**src/rtl/idss_feeder.sv**
```systemverilog
// Groups a valid/ready pixel stream into 3-pixel column triples for four channel slots
// and sequences the downstream shift stage. Optional stall counter: IDSS_FEEDER_STALL_CNT_EN.
module idss_feeder #(
   parameter int IO_DATA_WIDTH      = 16,
   parameter int FEATURE_MAP_WIDTH  = 1024,
   parameter int FEATURE_MAP_HEIGHT = 1024,
   parameter int KERNEL_SIZE        = 3,
   parameter int NB_SLOTS           = 4
) (
   input  logic                     clk,
   input  logic                     rst_in,
   input  logic                     start_in,
   input  logic [IO_DATA_WIDTH-1:0] in_data,
   input  logic                     in_valid,
   output logic                     in_ready,
   output logic [IO_DATA_WIDTH-1:0] row_1,
   output logic [IO_DATA_WIDTH-1:0] row_2,
   output logic [IO_DATA_WIDTH-1:0] row_3,
   output logic [1:0]               LE_select,
   output logic                     load_out,
   output logic                     shift,
   output logic                     window_valid_out,
   output logic                     done_out,
   output logic                     busy_out,
   output logic [2:0]               state_out
`ifdef IDSS_FEEDER_STALL_CNT_EN
   ,output logic [31:0]             stall_cnt_out
`endif
);

   // Handshake: a beat transfers on a rising edge where in_valid && in_ready; upstream
   // holds in_data stable while in_valid && !in_ready. in_ready is high only in GATHER.

   localparam int CW = $clog2(FEATURE_MAP_WIDTH);
   localparam int SW = $clog2(FEATURE_MAP_HEIGHT);

   localparam logic [2:0] IDLE   = 3'd0;
   localparam logic [2:0] GATHER = 3'd1;
   localparam logic [2:0] LOAD   = 3'd2;
   localparam logic [2:0] SHIFT  = 3'd3;
   localparam logic [2:0] DONE   = 3'd4;

   logic [2:0]               state;
   logic [1:0]               pix_idx;
   logic [1:0]               slot_idx;
   logic [1:0]               fill_cnt;
   logic [1:0]               fill_inc;
   logic [CW-1:0]            col_cnt;
   logic [SW-1:0]            strip_cnt;
   logic [IO_DATA_WIDTH-1:0] hold_0;
   logic [IO_DATA_WIDTH-1:0] hold_1;

   assign fill_inc  = (fill_cnt == 2'd3) ? 2'd3 : fill_cnt + 2'd1;

   assign in_ready  = (state == GATHER);
   assign load_out  = (state == LOAD);
   assign shift     = (state == SHIFT);
   assign done_out  = (state == DONE);
   assign busy_out  = (state != IDLE);
   assign state_out = state;

   always_ff @(posedge clk) begin
      if (rst_in) begin
         state            <= IDLE;
         pix_idx          <= '0;
         slot_idx         <= '0;
         fill_cnt         <= '0;
         col_cnt          <= '0;
         strip_cnt        <= '0;
         hold_0           <= '0;
         hold_1           <= '0;
         row_1            <= '0;
         row_2            <= '0;
         row_3            <= '0;
         LE_select        <= '0;
         window_valid_out <= 1'b0;
`ifdef IDSS_FEEDER_STALL_CNT_EN
         stall_cnt_out    <= '0;
`endif
      end else begin
         window_valid_out <= 1'b0;
         case (state)
            IDLE: begin
               if (start_in) begin
                  state     <= GATHER;
                  pix_idx   <= '0;
                  slot_idx  <= '0;
                  col_cnt   <= '0;
                  fill_cnt  <= '0;
                  strip_cnt <= '0;
`ifdef IDSS_FEEDER_STALL_CNT_EN
                  stall_cnt_out <= '0;
`endif
               end
            end
            GATHER: begin
               if (in_valid) begin
                  case (pix_idx)
                     2'd0: begin
                        hold_0  <= in_data;
                        pix_idx <= 2'd1;
                     end
                     2'd1: begin
                        hold_1  <= in_data;
                        pix_idx <= 2'd2;
                     end
                     default: begin
                        row_1     <= hold_0;
                        row_2     <= hold_1;
                        row_3     <= in_data;
                        LE_select <= slot_idx;
                        pix_idx   <= '0;
                        state     <= LOAD;
                     end
                  endcase
               end
`ifdef IDSS_FEEDER_STALL_CNT_EN
               else if (stall_cnt_out != 32'hFFFF_FFFF) begin
                  stall_cnt_out <= stall_cnt_out + 32'd1;
               end
`endif
            end
            LOAD: begin
               if (slot_idx == 2'(NB_SLOTS - 1)) begin
                  slot_idx <= '0;
                  state    <= SHIFT;
               end else begin
                  slot_idx <= slot_idx + 2'd1;
                  state    <= GATHER;
               end
            end
            SHIFT: begin
               // Flag uses the pre-wrap fill so the last column of a strip still reports.
               fill_cnt         <= fill_inc;
               window_valid_out <= (fill_inc == 2'd3);
               if (col_cnt == CW'(FEATURE_MAP_WIDTH - 1)) begin
                  col_cnt   <= '0;
                  fill_cnt  <= '0;
                  strip_cnt <= strip_cnt + 1'b1;
                  state     <= (strip_cnt == SW'(FEATURE_MAP_HEIGHT - KERNEL_SIZE)) ? DONE : GATHER;
               end else begin
                  col_cnt <= col_cnt + 1'b1;
                  state   <= GATHER;
               end
            end
            DONE: begin
               state <= IDLE;
            end
            default: begin
               state <= IDLE;
            end
         endcase
      end
   end

endmodule

```
**config.mk**
```make
export PLATFORM = sky130hd
export DESIGN_NAME = idss_feeder
export DESIGN_NICKNAME = d
export VERILOG_FILES = /design/src/rtl/idss_feeder.sv
export SDC_FILE = /design/constraint.sdc
export NUM_CORES = 1
export LEC_CHECK = 0
export CELL_PAD_IN_SITES_DETAIL_PLACEMENT = 0
export CELL_PAD_IN_SITES_GLOBAL_PLACEMENT = 1
export CORE_MARGIN = 2
export CORE_UTILIZATION = 38
export DETAILED_ROUTE_END_ITERATION = 12
export GPL_ROUTABILITY_DRIVEN = 0
export GPL_TIMING_DRIVEN = 0
export PLACE_DENSITY = 0.83
export SLEW_MARGIN = 0
export SYNTH_ARGS = -nofsm -noshare
export SYNTH_HDL_FRONTEND = slang
export SYNTH_SLANG_ARGS = --single-unit
```
**constraint.sdc**
```tcl
create_clock -name clk -period 2.2 [get_ports clk]
set_clock_uncertainty 0.15 [all_clocks]
set_input_delay 0.55 -clock clk [delete_from_list [all_inputs] [get_ports clk]]
set_output_delay 0.55 -clock clk [all_outputs]
set_load 0.01 [all_outputs]
```
# ---- Yosys cells after proc, flatten, opt, wreduce, memory -nomap -nowiden
# Cells that the tools add are included.
dict set report op_classes {
  addsub 4
  n_eq_ne 14
  mux 21
  bitwise 2
  n_reduce_logical 16
}
# cell count
set op_table {}
lappend op_table {{case mux 10 bit (2 select lines)} 2}
lappend op_table {{two-way mux 10 bit} 3}
lappend op_table {{adder 10 x 1 -> 10 bit, second input constant} 2}
lappend op_table {{equality test 10 bit, second input constant} 2}
lappend op_table {{AND reduction 3 bit} 6}
lappend op_table {{case mux 2 bit (2 select lines)} 4}
lappend op_table {{two-way mux 3 bit} 5}
lappend op_table {{two-way mux 2 bit} 6}
lappend op_table {{case mux 3 bit (4 select lines)} 1}
lappend op_table {{equality test 2 bit, second input constant} 3}
lappend op_table {{equality test 3 x 2 -> 1 bit, second input constant} 2}
lappend op_table {{inequality test 2 bit, second input constant} 3}
lappend op_table {{nonzero test 2 bit} 3}
lappend op_table {{adder 2 x 1 -> 2 bit, second input constant} 2}
lappend op_table {{AND reduction 2 bit} 2}
lappend op_table {{OR reduction 2 bit} 2}
lappend op_table {{equality test 3 x 1 -> 1 bit, second input constant} 1}
lappend op_table {{equality test 3 bit, second input constant} 1}
lappend op_table {{zero test 3 bit} 1}
lappend op_table {{nonzero test 3 bit} 1}
lappend op_table {{equality test 2 x 1 -> 1 bit, second input constant} 1}
lappend op_table {{zero test 2 bit} 1}
lappend op_table {{inequality test 2 x 1 -> 1 bit, second input constant} 1}
lappend op_table {{NOT 1 bit} 2}
dict set report totals {
  regBits 112
  inputBits 20
  out_inout_bits 59
  word_cells 70
}

# ---- Longest topological paths before layout
# Gate-level depths: netlist of the first run.
dict set report logic_depth {
  word_depth 5
  ltp_mapped 7
  ltp_nobuf 5
}

# ---- Worst setup path before layout of the first run
# Ideal clock, no wire load.
dict set report synth_timing {
  path_type {register -> register}
  from {reg state[0] (netlist: state_out[0])}
  to {reg strip_cnt[6]}
  setup_time_ns 0.070
  arrival_time_ns 1.764
  required_time_ns 1.980
  setup_slack_ns 0.216
  path_stages_with_launch 6
  path_buffers 1
  synth_period_minus_slack_ns 1.984
  cell_sequence {dfxtp_1 > buf_4 > nand3b_4 > o41a_4 > or4_1 > a21oi_1}
}
dict set report synth_via {
  elab_chain_len 3
  word_cells_on_any_way 7
  classes_between {eq/ne (3); mux (1); reduce/logical (3)}
}
# item line_no
set synth_lines {}
lappend synth_lines {{start, declared} 43} ;# logic [2:0] state;
lappend synth_lines {{start signal, assigned} 140} ;# state <= (strip_cnt == SW'(FEATURE_MAP_HEIGHT - KERNEL_SIZE)) ? DONE : GATHER;
lappend synth_lines {{equality test 3 x 2 -> 1 bit / zero test 3 bit (equally long branches)} 82} ;# case (state)
lappend synth_lines {{inequality test 2 x 1 -> 1 bit (no source line), or another cell as far along} n/a}
lappend synth_lines {{AND reduction 3 bit (no source line)} n/a}
lappend synth_lines {{end signal, assigned} 139} ;# strip_cnt <= strip_cnt + 1'b1;
lappend synth_lines {{end, declared} 49} ;# logic [SW-1:0] strip_cnt;
# Several ways; a longest one is shown, not always the timed one.
# A chain may end at the register's enable or synchronous reset.

# ---- Final worst setup path of the first run
dict set report layout_timing {
  from {reg state[2] (netlist: state_out[2])}
  to {out shift}
}
dict set report layout_via {
  elab_chain_len 1
}
# item line_no
set layout_lines {}
lappend layout_lines {{equality test 3 x 2 -> 1 bit} 57} ;# assign shift = (state == SHIFT);
lappend layout_lines {{end, declared} 21} ;# output logic shift,
# Every way passes these cells.

==> results.md, run 1 <==
- Outcome: finished clean
- Routed via count: a little under 4,000
- Detailed placer's ending HPWL: roughly 8000 um
- Period utilisation layout: a little over nine tenths
- Hold depth: 2
- Synth warn: 0
- Hold-critical path endpoint: row_3[8]
- Yosys reg bits: roughly 110
- Routed len/inst: roughly 15 um
- Worst Setup Start Kind: flip-flop
- Sequential cell area: roughly 2200 um^2
- Skew-Pair Late Insertion Delay: between 0.3 and 0.4 ns
- Largest net degree at the start of global routing: 20
- Main combinational cell family by area after synthesis: simple AND/OR/NAND/NOR gates
- Reg2reg path depth: 4
- Synth Cell Area: approximately 4300 um^2
- Ys async rst share: 0%
- Fin. Hold Viols: 0
- Pwr Density: roughly 670 nW/um^2
- Sequential area share after synthesis: between 50% and 60%
- RSZ-0062 raised after global routing: no
- Mux contribution to synthesized area: under 10%
- Layout area overhead: 31.7%
- Power Total: slightly below 4000 uW
- Hold Crit Start: row_3[8]
- EDFF count, synth: 0
- CTS Hold Buffers Added: 0
- DRC errors left: 0
- Buffers on Ports: 78
- Total CTS buffers: 9
- RR Endpoint: strip_cnt[6]
- Nets: 641
- Die ar.: 12,300 um^2
- CTS H-Tree Depth: 3
- Hold crit path type: flip-flop to flip-flop
- Synth Instances: 519
- Core footprint: approximately 11,000 um^2
- Post-place setup slack: -0.605 ns
- Post-DRT Antenna Nets: 0
- Setup violators final: 0
- Syn Nets: about 540
- # fillers: 1,070
- Initial antenna violation count: 0
- Simple-gate share of the synthesized area: between 20% and 30%
- Clock-pin slew on the worst setup and hold paths: approximately 0.07 ns
- Max Clock Freq: 467 MHz
- GRT Total Usage: between 10% and 20%
- CTS Sinks: roughly 110
- Longest Clk Path Bufs: 2
- WS Path Type: flip-flop to output pin
- CP arrival: about 1.4 ns
- First-pass GRT wire length: ~18,000 um
- Synth cell types: 46
- CP max FO: 10
- Total wire length: between 10,000 and 15,000 um
- Via-per-instance ratio: ~5
- DRT Pass-1 Iters: 4
- Share of layout cells above drive strength 1: under 10%
- Congestion Overflow GR: 0
- Synth Area in Compound Gates: approximately 15%
- Lkg Pwr: slightly above 0.002 uW
- Placed cells: 737
- R2r setup slk: roughly 0.13 ns
- VDD IR max: about 0.34 mV
- Worst slew pin tran: between 0.5 and 0.6 ns
- Syn Area/Cell: about 8.4 um^2
- Vias in the first global route: roughly 3,700
- Io pins: 79
- CP Capture Type: output pin
- Post-Synth Adder-Cell Area: under 10%
- Worst r2r src: col_cnt[4]
- FP Rows: 38
- WP data required: approximately 1.5 ns
- CTS Root Cell: clkbuf_16
- Synth Area in XOR/XNOR: less than 1%
- Max-Slew Margin vs Limit: between 60% and 70%
- ANT cells: 0
- Top_reg_cell synth: dfxtp_1
- Fin cells: between 700 and 800
- Multi-input logic area: just under 2000 um^2
- CTS tree: yes
- Maxcap violations: 0
- Max-slew violations: 0
- Final setup margin: between 0.06 and 0.07 ns
- Initial core utilization: between 30% and 40%
- Die height: 111 um
- Initial DRC count: slightly below 200
- Post-layout min period: 2.14 ns
- Die span in x: roughly 110 um
==> Yosys cell counts, types with 2 or more instances <==
library cell  count  area [um^2]
nand2_1         144          541
a22oi_1           2         15.0
and2_1            2         12.5
clkbuf_1         28          105
and4_1            3         26.3
and3_1            2         12.5
nand4_1           3         18.8
or3_1             8         50.1
nand3_1          11         55.1
nor3_1            4         20.0
xnor2_1           2         17.5
buf_2             2         10.0
inv_1             6         22.5
a22o_1            3         26.3
o31ai_1           2         15.0
a31oi_1           4         25.0
buf_6             2         22.5
nand2b_1          3         18.8
ha_1              4         50.1
dfxtp_1         112         2240
or3b_2            2         17.5
nor3b_1           2         15.0
nor2_1           30          113
a311oi_1          2         17.5
o21ai_0          10         50.1
or4_1             5         37.5
a21oi_1          86          430
mux2i_1          17          170
==> what timing repair did <==
item	4_1_cts	5_1_grt
cloned	0	1
endpoints found under the hold margin	0	0
endpoints found under the setup margin	25	55
resized for setup	29	21
pin swaps	0	2
setup buffers	3	6
==> sequential cells by signal (all words and copies together) (netlist names), 3 cells and up <==
name	cells
hold_0	16
row_1	16
hold_1	16
strip_cnt	10
col_cnt	10
state_out	3
row_2	16
row_3	16
==> kinds of logic after synthesis <==
family	Yosys count
mux	17
flops	112
compound gates	118
buf+inv	39
simple gates	227
fa+ha+maj	4
xor+xnor	2
==> through the flow <==
stage               hold slack, ns  utilization (%)    TNS, ns  instance area (um^2)
floorplan                    0.282                -          0                  4330
global placement             0.288             48.2     -27.19                  5290
detailed placement           0.295             48.2     -31.11                  5290
CTS                          0.306             51.4  -0.000756                  5640
global route                 0.322             52.0          0                  5710
finish                       0.305             52.0          0                  5710
==> report_power, final <==
group          internal, uW  switching (uW)  leakage, uW
clock network           817             774     0.000137
logic                  83.6             117      0.00103
registers              2040            11.5     0.000905
==> final cells by class <==
class	instances	share of cell area, %
repair buffers	88	14.7
multi-input cells	368	34.4
clock inverters	6	0.877
clock buffers	10	4.19
well taps	140	3.07
flip-flops and latches	112	39.4
plain buffers	32	2.94
inverters	6	0.438
==> worst max-delay path by stage <==
stage	startpoint	endpoint	slack [ns]	cells after the start
floorplan	state_out[0]	strip_cnt[6]	0.22	5
global placement	in_valid	hold_0[8]	-0.56	6
detailed placement	in_valid	hold_0[5]	-0.60	6
CTS	state_out[2]	shift	-0.0008	5
global route	state_out[2]	shift	0.003	5
finish	state_out[2]	shift	0.06	5
==> layout by cell type, fill, tap and decap left out, types with 5 or more instances in the layout <==
cell type and count:
nand2_1 144, dfxtp_1 109, a21oi_1 86, clkdlybuf4s50_1 72, nor2_1 29, clkbuf_1 18
mux2i_1 17, buf_4 10, nand3_1 10, o21ai_0 10, clkbuf_16 9, or3_1 7
clkbuf_2 6, buf_2 5
==> critical path, stage by stage, from the launching register on <==
cell,delay [ns]
dfxtp_2,0.34
buf_6,0.14
nand3b_4,0.18
buf_8,0.16
inv_4,0.06
clkdlybuf4s15_2,0.22
==> per-layer routing <==
layer  vias up  wire [um]  global-route usage [%]
li1       1962          -                       -
met1      1838       5130                    22.5
met2        65       5420                    31.0
met3        13        418                    3.23
met4         0        134                    7.08
met5         -          0                       0
No activity file was read; power rests on OpenSTA's default activity.
==> run 2, diff against run 1 <==
Settings changed: RECOVER_POWER set to 25.
Clock period 2.2 ns to 2.1 ns, I/O delays scaled along.
==> run 2 against run 1 <==
The flow now finishes with violations (setup timing); cell area up 0.64%; non-clock buffer count up 2; combinational power up 7%; first-iteration DRC count up 1.0%; utilization up 0.33 points; clock power up 5%; count of clock-buffer cells in the layout unchanged; register-to-register slack worse by 0.09 ns; via count up 0.67%; critical path type unchanged; critical endpoint unchanged; highest routed layer unchanged.
==> results.md, run 2 (same netlist as run 1, synthesis figures left out) <==
- CP Capture Type: output pin
- Hold crit path type: flip-flop to flip-flop
- Die height: between 100 and 150 um
- R2r setup slk: roughly 0.04 ns
- Outcome: complete, but fails checks
- Pwr Density: between 700 and 800 nW/um^2
- Most common cell on crit path: buf_6
- Maxcap violations: 0
- Max Clock Freq: 471 MHz
- Period utilisation layout: 101%
- Core footprint: approximately 11,000 um^2
- Initial core utilization: 39.5%
- CTS Sinks: around 110
- Lkg Pwr: roughly 0.0021 uW
- VDD IR max: between 0.3 and 0.4 mV
- CTS tree: yes
- Worst r2r src: col_cnt[0]
- Largest net degree at the start of global routing: 20
- Hold-critical path endpoint: row_3[8]
- DRT Pass-1 Iters: 4
- FP Rows: 38
- Post-layout min period: between 2 and 2.5 ns
- Total wire length: ~11,000 um
- Routed via count: around 4,000
- Post-DRT Antenna Nets: 0
- Placed inst area: ~5300 um^2
- Die ar.: approximately 12,000 um^2
- CTS Root Cell: clkbuf_16
- Most frequent cells in the layout: nand2_1 (144), dfxtp_1 (106), a21oi_1 (85)
- Vias in the first global route: approximately 3,800
- Nets: around 640
- CTS H-Tree Depth: 3
- Die span in x: roughly 110 um
- Power Total: between 4000 and 5000 uW
- Setup violators final: 11
- WP data required: between 1 and 1.5 ns
- Initial DRC count: ~200
- Skew-Pair Late Insertion Delay: 0.34 ns
- Clock-pin slew on the worst setup and hold paths: 0.07 ns
- CTS Hold Buffers Added: 0
- Fin cells: 764
- Initial antenna violation count: 0
- WS Path Type: flip-flop to output pin
- RSZ-0062 raised after global routing: yes
- Crit-path cells: buf_6 > nand3b_4 > buf_6 > inv_4 > clkdlybuf4s15_2
- Fin. Hold Viols: 0
- DRC errors left: 0
- CP max FO: 10
- Worst Setup Start Kind: flip-flop
- CP arrival: between 1 and 1.5 ns
- Commonest non-fill, non-tap cell in the layout: nand2_1
- CP peak stage delay: ~0.34 ns
- Congestion Overflow GR: 0
- Reg2reg path depth: 5
- Cell area after layout: between 5000 and 6000 um^2
- Max-Slew Margin vs Limit: roughly 64%
- Worst slew pin tran: 0.529 ns
- Io pins: slightly below 80
- RR Endpoint: strip_cnt[8]
- GRT Total Usage: 18.2%
- Layout area overhead: 32.6%
- Routed len/inst: 14.7 um
- Buffers on Ports: 78
- Placed cells: approximately 740
- Detailed placer's ending HPWL: 8030 um
- Max-slew violations: 0
- Hold depth: 2
- Share of layout cells above drive strength 1: a little over a tenth
- Total CTS buffers: 9
- Longest Clk Path Bufs: 2
- Hold Crit Start: row_3[8]
- Final setup margin: -0.0212 ns
- First-pass GRT wire length: ~18,000 um
- ANT cells: 0
- CP max-delay cell: dfxtp_2
- Via-per-instance ratio: 5.11
- Failing checks: setup timing
run 2: cell types whose count changed in the layout (fill, tap and decap cells not counted), moves of 2 or more:
cell and delta:
buf_4 +3, clkdlybuf4s50_1 -19, buf_2 -2, dfxtp_1 -3, dfxtp_2 +4, dlygate4sd3_1 +19, buf_6 +3
run 2: final cells by class:
type                       count  area, um^2
multi-input combinational    368        1970
buffer                        32         169
timing repair buffer          90         865
sequential                   112        2250
clock buffer                  10         239
clock inverter                 6        50.0
tap                          140         175
inverter                       6        25.0
fill                        1070        5240
run 2: worst max-delay path: cells and delay by family, from the launching register on:
kind	cells	cell delay, ns
flops	1	0.34
simple gates	1	0.18
buf+inv	4	0.59
run 2: worst max-delay path by stage:
stage	end	slack (ns)	cells past startpoint	start
3_3_place_gp	hold_0[8]	-0.63	6	in_valid
2_1_floorplan	strip_cnt[6]	0.12	5	state_out[0]
4_1_cts	shift	-0.10	5	state_out[2]
5_1_grt	shift	-0.09	5	state_out[2]
6_report	shift	-0.02	5	state_out[2]
3_5_place_dp	hold_0[5]	-0.68	6	in_valid
run 2: power by group:
part	switching [uW]	internal, uW
Combinational	124	89.9
Sequential	11.6	2140
Clock	817	856
run 2: layer usage:
| metal | GRT usage (%) | share of wire [%] | routed length, um | up-vias |
|---|---|---|---|---|
| li1 | - | - | - | 1968 |
| met1 | 22.4 | 46 | 5200 | 1849 |
| met2 | 31.6 | 49 | 5440 | 72 |
| met3 | 3.17 | 3.6 | 404 | 15 |
| met4 | 6.83 | 1.5 | 172 | 0 |
| met5 | 0 | 0 | 0 | - |
run 2: what timing repair did:
action	4_1_cts	5_1_grt
pin swaps	0	3
setup buffers	7	5
gates resized for setup	35	24
gates cloned	0	0
endpoints found under the setup margin	36	76
run 2: per-stage QoR:
| step | worst slack (ns) | util [%] | hold WS, ns | setup TNS (ns) |
|---|---|---|---|---|
| floorplan | 0.116 | - | 0.282 | 0 |
| global placement | -0.633 | 48.2 | 0.288 | -35.44 |
| detailed placement | -0.680 | 48.2 | 0.295 | -39.36 |
| CTS | -0.104 | 51.6 | 0.306 | -0.104 |
| global route | -0.0862 | 52.3 | 0.322 | -0.804 |
| finish | -0.0212 | 52.3 | 0.301 | -0.0925 |
==> run 3, diff against run 2 <==
Settings changed: CORE_MARGIN 2 to not set.
==> run 3 against run 2 <==
The run now ends clean; utilization grew 0.091 points; global-route usage grew 1.5 points; sequential share of layout area is essentially flat; cell area grew 0.17%; clock power grew 10%; sequential power is essentially flat; highest routed layer unchanged; largest power group unchanged; fmax grew 2.3%; total power grew 4.1%; count of clock-buffer cells in the layout shrank 1; critical path type is now flip-flop to flip-flop.
==> results.md, run 3 (same netlist as run 1, synthesis figures left out) <==
- Share of layout cells above drive strength 1: between 10% and 20%
- Routed via count: 3,960
- Max-Slew Margin vs Limit: roughly 63%
- Commonest non-fill, non-tap cell in the layout: nand2_1
- Crit-path cells: buf_2 > or4b_4 > o41a_4 > or4_1 > a21oi_1
- Worst slew pin tran: 0.548 ns
- Outcome: finished clean
- Congestion Overflow GR: 0
- Initial antenna violation count: 0
- Initial DRC count: 215
- Maxcap violations: 0
- Final setup margin: 0.0272 ns
- DRC errors left: 0
- Pwr Density: around 730 nW/um^2
- Fin. Hold Viols: 0
- Worst r2r src: state_out[1]
- Io pins: between 70 and 80
- Buffers on Ports: 78
- Worst Setup Start Kind: flip-flop
- Max Clock Freq: roughly 480 MHz
- CP max-delay cell: or4b_4
- Max-slew violations: 0
- CP Capture Type: flip-flop
- CTS tree: yes
- Routed len/inst: about 15 um
- WP data required: approximately 2.2 ns
- Most frequent cells in the layout: nand2_1 (144), dfxtp_1 (105), a21oi_1 (85)
- Hold Crit Start: hold_1[10]
- DRT Pass-1 Iters: 4
- Hold depth: 2
- Hold crit path type: flip-flop to flip-flop
- WS Path Type: flip-flop to flip-flop
- RR Endpoint: strip_cnt[8]
- CP peak stage delay: between 0.5 and 0.6 ns
- Die span in x: approximately 110 um
- Reg2reg path depth: 5
- Post-place setup slack: -0.699 ns
- Detailed placer's ending HPWL: 8110 um
- Die ar.: about 12,000 um^2
- Die height: around 110 um
- CTS H-Tree Depth: 3
- ANT cells: 0
- CTS Sinks: 112
- First-pass GRT wire length: 18,100 um
- Period utilisation layout: between 90% and 100%
- Post-DRT Antenna Nets: 0
- Via-per-instance ratio: 5.22
- Core Util, Final: ~52%
- Core footprint: around 11,000 um^2
- Placed cells: approximately 740
- Skew-Pair Late Insertion Delay: approximately 0.34 ns
- Lkg Pwr: between 0.002 and 0.0025 uW
- Nets: 639
- Layout area overhead: 32.8%
- GRT Total Usage: between 10% and 20%
- FP Rows: 38
- Post-layout min period: between 2 and 2.5 ns
- Hold-critical path endpoint: row_2[10]
- CTS Root Cell: clkbuf_16
- Vias in the first global route: roughly 3,800
- Longest Clk Path Bufs: 2
- Setup violators final: 0
- VDD IR max: 0.442 mV
- CP arrival: around 2.2 ns
- Clock-pin slew on the worst setup and hold paths: about 0.080 ns
- RSZ-0062 raised after global routing: yes
- Fin cells: 759
- Largest net degree at the start of global routing: 19
- Total wire length: 11,600 um
- Initial core utilization: between 30% and 40%
- Total CTS buffers: 9
- R2r setup slk: about 0.027 ns
- CP max FO: 5
==> run 3: routing by layer <==
layer / GRT usage [%] / vias to the layer above / part of all wire [%]
met5: 0 / - / 0
met4: 8.40 / 0 / 2.3
met3: 2.93 / 24 / 3.3
met2: 32.9 / 81 / 48
met1: 25.2 / 1893 / 47
li1: - / 1962 / -
==> run 3: worst max-delay path by stage <==
stage | to | startpoint | slack (ns)
after floorplan | strip_cnt[6] | state_out[0] | 0.12
after global placement | hold_0[1] | in_valid | -0.63
after detailed placement | hold_0[3] | in_valid | -0.70
after CTS | shift | state_out[2] | -0.11
after global routing | strip_cnt[8] | col_cnt[4] | -0.01
final | strip_cnt[8] | state_out[1] | 0.03
==> run 3: per-stage QoR <==
stage	total power (uW)	hold WS, ns	cell area [um^2]	setup TNS, ns
after global routing	4320	0.325	5760	-0.0105
after detailed placement	2400	0.296	5290	-39.23
after CTS	4210	0.305	5670	-0.129
after global placement	2400	0.288	5290	-35.74
after floorplan	2300	0.282	4330	0
final	4200	0.303	5760	0
==> run 3: report_power, final <==
group	switching, uW	total, uW	internal (uW)
Sequential	13.0	2150	2140
Combinational	125	212	86.3
Clock	792	1840	1050
Total	930	4200	3270
==> run 3: layout make-up <==
| type | instances | area, um^2 |
|---|---|---|
| buffer | 31 | 181 |
| clock buffer | 9 | 225 |
| clock inverter | 6 | 90.1 |
| fill | 1037 | 5230 |
| inverter | 6 | 22.5 |
| multi-input combinational | 369 | 1980 |
| sequential | 112 | 2250 |
| tap | 140 | 175 |
| timing repair buffer | 86 | 828 |
==> run 3: what timing repair did <==
item,CTS,global route
gates cloned,0,2
setup buffers,3,4
pin swaps,2,2
resized for setup,37,33
setup endpoints to repair,36,78
hold buffers,0,0
==> run 3: critical path: cells and delay by family, from the launching register on <==
family,cells,cell delay [ns]
AOI/OAI and AO/OA,2,0.31
buffers and inverters,1,0.15
DFF,1,0.34
and+or+nand+nor,2,1.05
